File: config.mk
export PLATFORM = sky130hd
export DESIGN_NAME = load_data_aligner
export DESIGN_NICKNAME = d
export VERILOG_FILES = /design/src/rtl/load_data_aligner.sv
export SDC_FILE = /design/constraint.sdc
export NUM_CORES = 1
export LEC_CHECK = 0
export BUFFER_PORTS_ARGS = -buffer_cell sky130_fd_sc_hd__buf_2
export CORE_MARGIN = 3
export CORE_UTILIZATION = 54
export DETAILED_ROUTE_END_ITERATION = 16
export GPL_ROUTABILITY_DRIVEN = 1
export PLACE_DENSITY_LB_ADDON = 0.1
export SLEW_MARGIN = 20
export SYNTH_ARGS = -nofsm -noshare
export SYNTH_HDL_FRONTEND = slang
export SYNTH_SLANG_ARGS = --single-unit
File: constraint.sdc
create_clock -name clock -period 10.25 [get_ports clock]
set_clock_uncertainty 0.05 [all_clocks]
set_input_delay 1.5375 -clock clock [delete_from_list [all_inputs] [get_ports clock]]
set_output_delay 1.5375 -clock clock [all_outputs]
set_load 0.02 [all_outputs]
File: src/rtl/load_data_aligner.sv
// RV64 load aligner: issues one doubleword read per load, then lane-selects and extends the result.
// Optional: LOAD_ALIGNER_MISALIGN_TRAP_EN turns misaligned H/W/D loads into errors instead of rounding.

// state | meaning
// IDLE  | ready for a request; memory responses are dropped
// ISSUE | memory read presented, waiting for mem_req_ready
// WAIT  | read accepted, waiting for mem_resp_valid
// DONE  | result presented, held until load_ready
module load_data_aligner #(
    parameter int ADDRESS_WIDTH = 64,
    parameter int XLEN          = 64
) (
    input  logic                     clock,
    input  logic                     reset,
    input  logic                     req_valid,
    output logic                     req_ready,
    input  logic [ADDRESS_WIDTH-1:0] req_address,
    input  logic [2:0]               req_funct3,
    output logic                     mem_req_valid,
    input  logic                     mem_req_ready,
    output logic [ADDRESS_WIDTH-1:0] mem_req_address,
    input  logic                     mem_resp_valid,
    input  logic [XLEN-1:0]          mem_resp_data,
    output logic                     load_valid,
    input  logic                     load_ready,
    output logic [XLEN-1:0]          load_data,
    output logic                     load_error
);

    typedef enum logic [1:0] {
        IDLE  = 2'd0,
        ISSUE = 2'd1,
        WAIT  = 2'd2,
        DONE  = 2'd3
    } state_t;

    state_t          state;
    state_t          state_next;
    logic [2:0]      funct3_q;
    logic [2:0]      offset_q;
    logic [2:0]      req_offset;
    logic            req_error;
    logic [XLEN-1:0] shifted;
    logic [XLEN-1:0] extended;

    // Request decode: error flag and the byte offset actually used for lane select.
    always_comb begin
        req_error  = (req_funct3 == 3'b111);
        req_offset = req_address[2:0];
`ifdef LOAD_ALIGNER_MISALIGN_TRAP_EN
        case (req_funct3[1:0])
            2'd1:    req_error = req_error | req_address[0];
            2'd2:    req_error = req_error | (|req_address[1:0]);
            2'd3:    req_error = req_error | (|req_address[2:0]);
            default: req_error = req_error;
        endcase
`else
        case (req_funct3[1:0])
            2'd1:    req_offset = {req_address[2:1], 1'b0};
            2'd2:    req_offset = {req_address[2], 2'b00};
            2'd3:    req_offset = 3'b000;
            default: req_offset = req_address[2:0];
        endcase
`endif
    end

    // Lane select and extension of the returned doubleword.
    always_comb begin
        shifted  = mem_resp_data >> {offset_q, 3'b000};
        extended = '0;
        case (funct3_q)
            3'b000:  extended = {{(XLEN-8){shifted[7]}}, shifted[7:0]};
            3'b001:  extended = {{(XLEN-16){shifted[15]}}, shifted[15:0]};
            3'b010:  extended = {{(XLEN-32){shifted[31]}}, shifted[31:0]};
            3'b011:  extended = shifted;
            3'b100:  extended = {{(XLEN-8){1'b0}}, shifted[7:0]};
            3'b101:  extended = {{(XLEN-16){1'b0}}, shifted[15:0]};
            3'b110:  extended = {{(XLEN-32){1'b0}}, shifted[31:0]};
            default: extended = '0;
        endcase
    end

    always_ff @(posedge clock or posedge reset) begin
        if (reset) begin
            state <= IDLE;
        end else begin
            state <= state_next;
        end
    end

    always_comb begin
        state_next    = state;
        req_ready     = 1'b0;
        mem_req_valid = 1'b0;
        load_valid    = 1'b0;
        case (state)
            IDLE: begin
                req_ready = 1'b1;
                if (req_valid) begin
                    state_next = req_error ? DONE : ISSUE;
                end
            end
            ISSUE: begin
                mem_req_valid = 1'b1;
                if (mem_req_ready) begin
                    state_next = WAIT;
                end
            end
            WAIT: begin
                if (mem_resp_valid) begin
                    state_next = DONE;
                end
            end
            DONE: begin
                load_valid = 1'b1;
                if (load_ready) begin
                    state_next = IDLE;
                end
            end
            default: state_next = IDLE;
        endcase
    end

    always_ff @(posedge clock or posedge reset) begin
        if (reset) begin
            mem_req_address <= '0;
            funct3_q        <= 3'b000;
            offset_q        <= 3'b000;
            load_data       <= '0;
            load_error      <= 1'b0;
        end else begin
            case (state)
                IDLE: begin
                    if (req_valid) begin
                        mem_req_address <= {req_address[ADDRESS_WIDTH-1:3], 3'b000};
                        funct3_q        <= req_funct3;
                        offset_q        <= req_offset;
                        load_error      <= req_error;
                        if (req_error) begin
                            load_data <= '0;
                        end
                    end
                end
                WAIT: begin
                    if (mem_resp_valid) begin
                        load_data <= extended;
                    end
                end
                default: ;
            endcase
        end
    end

endmodule

==> reports/metrics.cfg, run 1 <==
[yosys]
yosys.area.top_type_share_pct=45.7
ys_ff_latch=134
yosysWarnings=0
synth.top_cells.by_area=dfrtp_1, mux2_2, mux2i_1
async_flop_share_pct=100
synth_edf_count=0
syn_area_per_cell_um2=12.2
synth_sequential_area_ratio_pct=45.7
synth_cell_types=53
synth_cells=603
ys.flop_type=dfrtp_1
yosys.area.top_type=dfrtp_1
syn_area_um2=7340

[clocking]
cts-resized-gates=0
clock_latency_ps=410
clk_pin_slew_worst_paths_ps=60
clockBufferDepth=2
holdBufCountCts=0
cts_sinks=134
post-cts-setup-buffer-count=0
cts_tree=done
htreeDepth=4
cts_made_buffers=17
clockRootBuffer=clkbuf_16

[placement]
place_hpwl_um=15600
numPortBuffers=265
place_congestion=0.821
placed_area_um2=8650

[drt]
drcViolationCount=0
vias=6085
drt_wl_total_um=21200
drtPass1Iterations=6
drt_iter0_drc=496
post_drt_wl_per_cell_um=20.6
detail-route-antenna-nets=0
vias_per_cell=5.92

[global_routing]
grt_pass1_vias=6287
grt_max_degree=81
antenna_found_initial=0
grt.overflow.total=0
grt_util_all_layers_pct=28.9
grt_pass1_wl_um=33200

[floorplanning]
core_um2=13000
die_h_um=123
start_util_pct=56.6
num_io_pins=269
die_area_um2=15000
die_w_um=123
rows=41

[critical_path]
path_cells=inv_1 > ha_1 > buf_2
crit_required_ps=8660
critPathCaptureType=output pin
slowest_stage=ha_1
critical_path_class=reg2out
path_buf_inv=2
critPathArrivalTime_ps=1650
path_max_fanout=9
cpPeakStageDelay_ps=470
worstSetupStartpointType=register
critPathTopFamily=adder cells

[timing]
hold_viol=0
tightest_slew_ps=1060
max_slew_margin_pct=29.2
report.final.slew_viol_count=0
setup_viol=0
max_freq_mhz=308
setup_tns_ps=0
finalCriticalPeriod_ps=3240
finalCritPeriodShare_pct=31.6
rsz0062_at_grt=no

[power]
comb_power_share_pct=51.2
seqPwrFrac_pct=29.9
clkPwrFrac_pct=18.9
vdd_drop_max_mv=0.217
p_sw_share_pct=42.7
power.switching_mw=1.32
p_per_area_nw_per_um2=335
leakagePower_nw=4.67
p_int_mw=1.77

[finish]
diodes=0
synthToLayoutAreaGrowth_pct=25.8
design_area_um2=9240
final_core_util_pct=71.2
final_nets=985
layout_common_cells=buf_2, dfrtp_1, mux2_2
final_common_cell=buf_2
drive_above_1_share_pct=51.2

[min_path]
min_path_type=reg2reg

[run]
drv_cap=0

[run_status]
status=complete, no violations

## worst min-delay path, cell delays in order (launching register included)
cell and delay (ps):
dfrtp_1 340, nand2_1 50, nand3_1 50
## layout make-up
class	count	area (um^2)
Sequential cell	134	3360
Inverter	12	50.0
Clock inverter	11	126
Multi-Input combinational cell	406	3650
Timing Repair Buffer	273	1400
Clock buffer	20	437
Fill cell	968	3740
Tap cell	172	215
## power by group through the flow
stage                     clock, mW  sequential [mW]  combinational, mW
after floorplan                   0             1.18              0.857
after global routing          0.618            0.955               1.70
final                         0.584            0.927               1.59
after CTS                     0.592            0.927               1.58
after detailed placement          0            0.929               1.58
after global placement            0            0.918               1.55
## cell usage after synthesis, drive strengths merged (5+ instances only)
cell type and n:
a31oi 8, o211ai 16, dfrtp 134, a21oi 5, a2bb2oi 5, a32oi 18, nand3 41, inv 12
mux2 78, o2bb2ai 13, buf 39, mux2i 55, nand2 53, nand2b 10, nand3b 7, nor2 14
a22oi 15, mux4 20, clkbuf 14, a22o 9
## metal layers
layer  GRT usage (%)  part of all wire (%)  up-vias
met5               0                     0        -
met4            12.7                   3.2        0
met3            8.16                   9.5       39
met2            47.8                    50      321
met1            35.4                    37     2988
li1                -                     -     2737
## kinds of logic (layout without fill, tap and decap cells)
| logic type | Yosys count | after routing | share of synthesized area [%] |
|---|---|---|---|
| other | 1 | 3 | 0.0511 |
| adders and majority gates | 4 | 4 | 0.682 |
| and+or+nand+nor | 144 | 144 | 11.4 |
| buffers and inverters | 65 | 316 | 5.01 |
| DFF | 134 | 134 | 45.7 |
| muxes | 153 | 153 | 25.6 |
| AOI/OAI and AO/OA | 102 | 102 | 11.6 |
## through the flow
stage / power, mW / std cells / hold slack [ps] / worst slack, ps
6_report: 3.10 / 1028 / 422 / 7010
5_1_grt: 3.27 / 1028 / 449 / 6940
4_1_cts: 3.10 / 1027 / 430 / 7010
3_5_place_dp: 2.51 / 996 / 417 / 6710
3_3_place_gp: 2.47 / 996 / 405 / 6750
2_1_floorplan: 2.03 / 605 / 491 / 5080
## registers in the layout (all words and copies together) (netlist names)
name	flops
load_data	64
mem_req_address	61
funct3_q	3
offset_q	3
state	2
load_error	1
## final timing paths
| kind | from | end | slack (ps) | depth (start not counted) |
|---|---|---|---|---|
| min | load_data[8] | load_data[8] | 420 | 2 |
| min in group asynchronous | reset | mem_req_address[48] | 1110 | 2 |
| min reg2reg | load_data[8] | load_data[8] | 420 | 2 |
| max | state[0] | req_ready | 7010 | 3 |
| max reg2reg | offset_q[1] | load_data[53] | 7290 | 6 |
| max in group asynchronous | reset | load_data[3] | 7940 | 3 |
Power figures use the tool's default switching activity.
==> run 2, diff against run 1 <==
ABC_AREA = 1   (was unset)
CORE_UTILIZATION = 46   (was 54)
clock period = 2.7 ns   (was 10.25 ns; I/O delays follow)
==> reports/metrics.cfg, run 2 <==
[power]
power_mw=12.4
p_sw_share_pct=49.4
leakagePower_nw=5.50
clkPwrFrac_pct=18.4
p_per_area_nw_per_um2=1320
power.switching_mw=6.12
p_int_mw=6.28
comb_power_share_pct=54.0
seqPwrFrac_pct=27.6
vdd_drop_max_mv=0.774

[drt]
drtPass1Iterations=8
post_drt_wl_per_cell_um=15.6
drt_wl_total_um=23700
vias=7791
detail-route-antenna-nets=0
drt_iter0_drc=674
drcViolationCount=0
vias_per_cell=5.14

[min_path]
hold_path_depth=3
hold_start=req_address[19]
hold_end=mem_req_address[19]
min_path_type=in2reg

[floorplanning]
die_w_um=134
start_util_pct=47.3
die_h_um=134
rows=46
die_area_um2=18000
num_io_pins=269
core_um2=16000

[critical_path]
reg2regPathDepth=9
cp.depth=9
r2r_end=load_data[16]
critical_path_class=reg2reg
critPathCaptureType=register
critPathArrivalTime_ps=2430
crit_path_frequent_cell=nand2_1
path_buf_inv=2
rr_startpoint=offset_q[0]
path_cells=inv_2 > buf_4 > o21ai_0 > a21oi_1 > o21ai_0 > nand3_1 > nand2_1 > nand2_1 > nand2_1
path_max_fanout=45
crit_required_ps=2960
slowest_stage=buf_4
worstSetupStartpointType=register
critPathTopFamily=buffers and inverters
reg2reg_slack_ps=530
cpPeakStageDelay_ps=470

[yosys]
ys_ff_latch=134
yosys.area.top_type_share_pct=44.3
synth_sequential_area_ratio_pct=44.3
synth_cells=1060
synth_edf_count=0
ys.flop_type=dfrtp_1
synth.top_cells.by_area=dfrtp_1, nand2_1, nand3_1
yosysWarnings=0
syn_area_um2=7570
syn_area_per_cell_um2=7.14
yosysMostFrequentCell=nand2_1
synth_cell_types=34
yosys.area.top_type=dfrtp_1
async_flop_share_pct=100
ys_top_cells_by_count=nand2_1, dfrtp_1, nand3_1

[clocking]
cts_made_buffers=17
cts_sinks=134
holdBufCountCts=0
clk_pin_slew_worst_paths_ps=70
htreeDepth=4
cts-resized-gates=0
post-cts-setup-buffer-count=0
cts_tree=done
clock_latency_ps=420
clockBufferDepth=2
clockRootBuffer=clkbuf_16

[run_status]
status=complete, no violations

[finish]
multi_input_area_um2=3630
regMostFlops=load_data
largest_reg_flops=64
final_nets=1427
layout_common_cells=nand2_1, buf_2, dfrtp_1
register_area_um2=3360
drive_above_1_share_pct=26.9
synthToLayoutAreaGrowth_pct=24.6
reg_top3=load_data: 64 flops, mem_req_address: 61 flops
final_common_cell=nand2_1
finalNonFillerCells=1516
nFillCells=1602

[timing]
max_freq_mhz=460
finalCriticalPeriod_ps=2170
report.final.slew_viol_count=0
whs_ps=123
final.setup.worst_slack_ps=527
hold_viol=0
tightest_slew_ps=732
rsz0062_at_grt=no
setup_viol=0
max_slew_margin_pct=51.2
finalCritPeriodShare_pct=80.5
setup_tns_ps=0

[global_routing]
grt.overflow.total=0
antenna_found_initial=2
grt_util_all_layers_pct=26.6
grt_pass1_vias=7510
grt_pass1_wl_um=38100
grt_max_degree=135

[placement]
place_congestion=0.961
dp_cells=1483
pre_cts_ws_ps=574
place_hpwl_um=17000
numPortBuffers=265

[run]
drv_cap=0

-- run 2: area by class of cell --
type	count	area share, %
clock buffer	18	4.66
clock inverter	14	1.47
multi-input combinational	825	38.5
sequential	134	35.6
inverter	27	1.14
tap	216	2.87
timing repair buffer	281	15.7
antenna	1	0.0265
-- run 2: worst max path at each step --
stage,slack (ps),end,start
finish,530,load_data[16],offset_q[0]
global route,380,load_data[16],offset_q[0]
CTS,580,load_data[16],offset_q[0]
detailed placement,570,load_data[16],offset_q[0]
global placement,620,load_data[16],offset_q[0]
floorplan,580,funct3_q[0],reset
-- run 2: tightest hold or removal path: cells and delay by family --
family / cells / cell delay (ps)
simple gates: 2 / 80
buf+inv: 1 / 70
-- run 2: per-stage QoR --
stage | util (%) | cell area [um^2]
floorplan | - | 7580
global placement | 55.3 | 8840
detailed placement | 55.3 | 8840
CTS | 58.9 | 9420
global route | 58.9 | 9430
finish | 58.9 | 9430
-- run 2: logic make-up (layout without fill, tap and decap cells) --
| logic type | after synthesis | after routing | share of synthesized area [%] |
|---|---|---|---|
| AO/OA/AOI/OAI | 113 | 113 | 8.40 |
| adder cells (fa/ha/maj) | 4 | 4 | 0.661 |
| buffers and inverters | 103 | 340 | 7.92 |
| flip-flops | 134 | 134 | 44.3 |
| multiplexers | 1 | 1 | 0.132 |
| other | 1 | 4 | 0.0496 |
| AND/OR/NAND/NOR | 704 | 704 | 38.5 |
-- run 2: power groups by stage --
stage                     clock network [mW]  logic (mW)  registers (mW)
after floorplan                            0        3.94            4.33
after global placement                     0        6.65            3.44
after detailed placement                   0        6.72            3.41
after CTS                               2.33        6.72            3.42
after global routing                    2.43        7.45            3.53
final                                   2.28        6.70            3.42
-- run 2: layer usage --
metal,up-vias,part of all wire [%],GRT usage (%)
li1,3839,-,-
met1,3586,40,33.2
met2,312,48,43.6
met3,52,8.8,7.95
met4,2,3.5,10.4
met5,-,0.055,0
